`src/rtl/wb_collect.sv`:
```
// Writeback collector: grants one ex-pipe result per cycle and registers it onto the PRF write and ROB completion ports.
// Define NCPU_WB_RR_ARB_EN for round-robin arbitration; otherwise the lowest valid channel wins.
`ifndef NCPU_PRF_AW
`define NCPU_PRF_AW 6
`endif

module wb_collect #(
  parameter int CONFIG_AW             = 32,
  parameter int CONFIG_DW             = 32,
  parameter int CONFIG_P_ROB_DEPTH    = 4,
  parameter int CONFIG_P_COMMIT_WIDTH = 2,
  parameter int NUM_CH                = 2
) (
  input  logic                                    clk,
  input  logic                                    rst,
  input  logic                                    flush,
  input  logic [NUM_CH-1:0]                       ch_valid,
  output logic [NUM_CH-1:0]                       ch_ready,
  input  logic [NUM_CH*CONFIG_P_ROB_DEPTH-1:0]    ch_rob_id,
  input  logic [NUM_CH*CONFIG_P_COMMIT_WIDTH-1:0] ch_rob_bank,
  input  logic [NUM_CH-1:0]                       ch_prf_we,
  input  logic [NUM_CH*`NCPU_PRF_AW-1:0]          ch_prf_waddr,
  input  logic [NUM_CH*CONFIG_DW-1:0]             ch_prf_wdata,
  input  logic [NUM_CH-1:0]                       ch_fls,
  input  logic [NUM_CH-1:0]                       ch_exc,
  input  logic [NUM_CH*CONFIG_AW-1:0]             ch_opera,
  input  logic [NUM_CH*CONFIG_DW-1:0]             ch_operb,
  output logic                                    rob_wb_valid,
  output logic [CONFIG_P_ROB_DEPTH-1:0]           rob_wb_id,
  output logic [CONFIG_P_COMMIT_WIDTH-1:0]        rob_wb_bank,
  output logic                                    rob_wb_fls,
  output logic                                    rob_wb_exc,
  output logic [CONFIG_AW-1:0]                    rob_wb_opera,
  output logic [CONFIG_DW-1:0]                    rob_wb_operb,
  output logic                                    prf_WE,
  output logic [`NCPU_PRF_AW-1:0]                 prf_WADDR,
  output logic [CONFIG_DW-1:0]                    prf_WDATA
);

  localparam int PA = `NCPU_PRF_AW;
  localparam int RW = CONFIG_P_ROB_DEPTH;
  localparam int BW = CONFIG_P_COMMIT_WIDTH;
  localparam int IW = (NUM_CH > 1) ? $clog2(NUM_CH) : 1;

  logic [NUM_CH-1:0] gnt;
  logic [IW-1:0]     sel;
  logic              hs;

`ifdef NCPU_WB_RR_ARB_EN
  logic [IW-1:0] rr_ptr;

  // Scan from the farthest offset down so the nearest valid channel at/after rr_ptr wins.
  always_comb begin
    int unsigned c;
    gnt = '0;
    sel = '0;
    c   = 0;
    if (!flush) begin
      for (int unsigned j = 0; j < NUM_CH; j++) begin
        c = int'(rr_ptr) + (NUM_CH - 1 - j);
        if (c >= NUM_CH) c = c - NUM_CH;
        if (ch_valid[c]) begin
          gnt    = '0;
          gnt[c] = 1'b1;
          sel    = IW'(c);
        end
      end
    end
  end

  always_ff @(posedge clk) begin
    if (rst) begin
      rr_ptr <= '0;
    end else if (hs) begin
      rr_ptr <= (sel == IW'(NUM_CH - 1)) ? '0 : sel + 1'b1;
    end
  end
`else
  always_comb begin
    gnt = '0;
    sel = '0;
    if (!flush) begin
      for (int unsigned j = 0; j < NUM_CH; j++) begin
        if (ch_valid[NUM_CH - 1 - j]) begin
          gnt                 = '0;
          gnt[NUM_CH - 1 - j] = 1'b1;
          sel                 = IW'(NUM_CH - 1 - j);
        end
      end
    end
  end
`endif

  assign hs       = |gnt;
  assign ch_ready = gnt;

  always_ff @(posedge clk) begin
    if (rst) begin
      rob_wb_valid <= 1'b0;
      rob_wb_fls   <= 1'b0;
      rob_wb_exc   <= 1'b0;
      prf_WE       <= 1'b0;
      rob_wb_id    <= '0;
      rob_wb_bank  <= '0;
      rob_wb_opera <= '0;
      rob_wb_operb <= '0;
      prf_WADDR    <= '0;
      prf_WDATA    <= '0;
    end else begin
      rob_wb_valid <= hs;
      rob_wb_fls   <= hs & ch_fls[sel];
      rob_wb_exc   <= hs & ch_exc[sel];
      prf_WE       <= hs & ch_prf_we[sel];
      if (hs) begin
        rob_wb_id    <= ch_rob_id[int'(sel)*RW +: RW];
        rob_wb_bank  <= ch_rob_bank[int'(sel)*BW +: BW];
        rob_wb_opera <= ch_opera[int'(sel)*CONFIG_AW +: CONFIG_AW];
        rob_wb_operb <= ch_operb[int'(sel)*CONFIG_DW +: CONFIG_DW];
        prf_WADDR    <= ch_prf_waddr[int'(sel)*PA +: PA];
        prf_WDATA    <= ch_prf_wdata[int'(sel)*CONFIG_DW +: CONFIG_DW];
      end
    end
  end

endmodule

```
`config.mk`:
```
export PLATFORM = sky130hd
export DESIGN_NAME = wb_collect
export DESIGN_NICKNAME = d
export VERILOG_FILES = /design/src/rtl/wb_collect.sv
export SDC_FILE = /design/constraint.sdc
export NUM_CORES = 1
export LEC_CHECK = 0
export ABC_AREA = 1
export CAP_MARGIN = 15
export CORE_AREA = 3 3 132 134
export DETAILED_ROUTE_END_ITERATION = 12
export DIE_AREA = 0 0 135 137
export GPL_TIMING_DRIVEN = 0
export HOLD_SLACK_MARGIN = 0.06
export MAX_ROUTING_LAYER = met4
export PLACE_DENSITY_LB_ADDON = 0.12
export SYNTH_ARGS = -nofsm -noshare
export SYNTH_HDL_FRONTEND = slang
export SYNTH_SLANG_ARGS = --single-unit
```
`constraint.sdc`:
```
create_clock -name clk -period 1.92 [get_ports clk]
set_input_delay 0.48 -clock clk [delete_from_list [all_inputs] [get_ports clk]]
set_output_delay 0.48 -clock clk [all_outputs]
set_load 0.005 [all_outputs]
```
# ---- Word-level counts from Yosys, hierarchy flattened
# Cells that the tools add are included.
# W data, S select, Z words.
dict set report totals {
  ff_bits 112
  in_bits 227
  output_inout_bits 114
  elab_cells 34
}
dict set report op_classes {
  mul 1
  magnitude_cmp 1
  n_shift 6
  muxes 12
  n_bitwise 3
  reduce_logical 1
}
# op count
set ops {}
lappend ops {{$shiftx A64 B7 Y32} 3}
lappend ops {{$shiftx A12 B5 Y6} 1}
lappend ops {{$mux W1} 9}
lappend ops {{$shiftx A8 B4 Y4} 1}
lappend ops {{$mux W2} 3}
lappend ops {{$shiftx A4 B3 Y2} 1}
lappend ops {{$and A1 B1 Y1} 3}
lappend ops {{$mul A1 B2 Y3 const B} 1}
lappend ops {{$lt A1 B2 Y1 const B} 1}
lappend ops {{$reduce_or A2 Y1} 1}

# ---- Depth between registers and ports, before layout
dict set report depth {
  depth_word 6
  mapped_depth 9
  depth_no_buf 6
}

# ---- Least setup slack after synthesis
# OpenSTA, ideal clock, no wires.
dict set report synth_timing {
  kind {input-to-output}
  startpoint {in flush}
  endpoint {out ch_ready[1]}
  arrival_ns 1.124
  setup_slack_ns 0.316
  cell_stages 6
  path_buffers 3
  path_cell_list {inv_2 > buf_4 > nand3_2 > buf_2 > inv_1 > buf_4}
}
dict set report synth_between {
  elab_chain_cells 1
}
# element line
set synth_rtl {}
lappend synth_rtl {{start: declaration} 16} ;# input logic flush,
lappend synth_rtl {{$mux W2} 82} ;# if (!flush) begin
lappend synth_rtl {{end: declaration} 18} ;# output logic [NUM_CH-1:0] ch_ready,
# No other way between the ends.

# ---- Worst setup path after layout
# Ends and elaborated chain as after synthesis.

==> impl_metrics.yaml <==
global_route:
  gr-usage-all-layers: 0.245
  grt_start_max_net_pins: 17
  grt_pass1_vias: 6480
  grt_pass1_wl_um: 34300
  grt.overflow.total: 0
  antenna_found_initial: 2
yosys:
  synth_warnings: 0
  yosysTopAreaCell: "dfxtp_1"
  netlist_area_sq_um: 5580
  synthCells: 866
  synth.avg_cell_area_sq_um: 6.44
  synth_nets: 1093
  yosysTopAreaCellShare: 0.402
  synth_cell_types: 15
  yosysSeqAreaShare: 0.402
  synth_seq_cells: 112
  yosys-top-cells-area: "dfxtp_1, nand2_1, nand4_1"
timing:
  rsz0062_at_grt: "no"
  timing.setup.tns_ns: 0
  setup_ws_ns: 0.0604
  slew_violations: 0
  fin_crit_sh: 0.969
  finalHoldViolCount: 0
  whs_ns: 0.468
  slew_headroom: 0.653
  final.setup_skew_ns: 0
  finalCriticalPeriod_ns: 1.86
  tightest_slew_ns: 0.521
  clock.fmax_mhz: 538
  finalSetupViolations: 0
pwr:
  finalPower_uw: 6050
  ir_drop_v: 0.000431
  leakage_uw: 0.00450
  powerDensity_nw_per_um2: 626
setup_path:
  crit_type: "in2out"
  arrival_ns: 1.38
  start_kind: "input pin"
  worstSetupEndpointType: "primary output"
  cp.required_ns: 1.44
  crit_fanout: 2
layout:
  drive_above_1_share: 0.0539
  layout_common_cells: "nand2_1, clkdlybuf4s50_1, dfxtp_1"
  syn2layout_area_growth_pct: 73.1
  post-route-util: 0.589
  final_common_cell: "nand2_1"
  nFillCells: 1600
  nNetsFinal: 1449
clock_tree:
  clkSlewWorstSetupHoldPaths_ns: 0.07
  clkLatencyLatePin_ns: 0.35
  clockRootBuffer: "clkbuf_16"
  cts.sinks: 112
  cts_tree: "built"
  cts.htree.levels: 3
  hold_buffers: 0
  clock_path_buffers: 2
  cts_made_buffers: 9
floorplan:
  start_util: 0.340
  die_x_um: 135
  core_area_sq_um: 16400
  die_area_sq_um: 18500
  ios: 341
  die_height_um: 137
  rows: 47
route:
  vias: 6989
  drtIter0Drc: 293
  drtPass1Iterations: 4
  drtAntennaViolNets: 0
  wl_um: 23400
  drc: 0
  wl_per_cell_um: 16.2
  routed_via_density: 4.83
worst_hold_path:
  hold_path.class: "reg2reg"
place:
  place_congestion: 0.874
  place_hpwl_um: 18000
  place_ws_ns: -1.05
  portBuffers: 340
outcome:
  status: "complete, no violations"
flow_run:
  drv_cap: 0
[cell families (layout without fill, tap and decap cells)]
logic type | count (synthesis) | in the layout | synth area share
other | 0 | 2 | 0
AND/OR/NAND/NOR | 663 | 663 | 0.520
buffers and inverters | 90 | 449 | 0.0749
flip-flops | 112 | 112 | 0.402
AO/OA/AOI/OAI | 1 | 1 | 0.00292
[flip-flops by register name, indices dropped and copies added (netlist names)]
name,flops
prf_WE,1
rob_wb_fls,1
rob_wb_operb,32
rob_wb_exc,1
rob_wb_opera,32
rob_wb_bank,2
prf_WDATA,32
prf_WADDR,6
rob_wb_id,4
rob_wb_valid,1
[synth_stat cells (all sizes together)]
cell,n
buf,40
clkbuf,43
dfxtp,112
inv,7
nand2,438
nand3,109
nand4,108
nor2,8
o21ai,1
[critical path: stages]
cell and delay [ns]:
dlygate4sd2_1 0.25, inv_2 0.08, buf_12 0.10, nand3_4 0.08, buf_8 0.13, inv_1 0.05
buf_4 0.09, buf_2 0.11
[through the flow]
step	std cells	instance area, sq um
2_1_floorplan	866	5580
3_5_place_dp	1426	9260
4_1_cts	1445	9660
6_report	1447	9660
3_3_place_gp	1426	9260
5_1_grt	1447	9660
[what timing repair did]
item / 4_1_cts / 5_1_grt
pin swaps: 1 / 0
setup endpoints to repair: 10 / 1
setup buffers: 5 / 0
gates resized for setup: 28 / 1
[final cells by class]
class / instances / area (sq um) / share of cell area
Antenna cell: 2 / 5.00 / 0.000518
Buffer: 83 / 443 / 0.0459
Clock buffer: 10 / 239 / 0.0247
Clock inverter: 4 / 70.1 / 0.00726
Inverter: 7 / 26.3 / 0.00272
Multi-Input combinational cell: 664 / 2930 / 0.303
Sequential cell: 112 / 2240 / 0.232
Tap cell: 220 / 275 / 0.0285
Timing Repair Buffer: 345 / 3430 / 0.355
[power by group]
group	switching [uW]	total, uW	internal [uW]
Sequential	77.9	2550	2470
Clock	850	2010	1160
Combinational	634	1480	851
Total	1560	6050	4490
[path summary, 6_finish.rpt]
| path | startpoint | end | slack (ns) | cells past startpoint |
|---|---|---|---|---|
| max reg2reg | rob_wb_opera[5] | rob_wb_opera[5] | 1.31 | 2 |
| min | rob_wb_opera[21] | rob_wb_opera[21] | 0.47 | 2 |
| max | flush | ch_ready[1] | 0.06 | 8 |
| min reg2reg | rob_wb_opera[21] | rob_wb_opera[21] | 0.47 | 2 |
[routing by layer]
metal | part of all wire | vias to the layer above | GRT usage
li1 | - | 3574 | -
met1 | 0.41 | 3141 | 0.280
met2 | 0.48 | 249 | 0.412
met3 | 0.094 | 25 | 0.0787
met4 | 0.020 | 0 | 0.0750
met5 | 0 | - | -
Note: power is estimated with default switching activity, not from simulation.
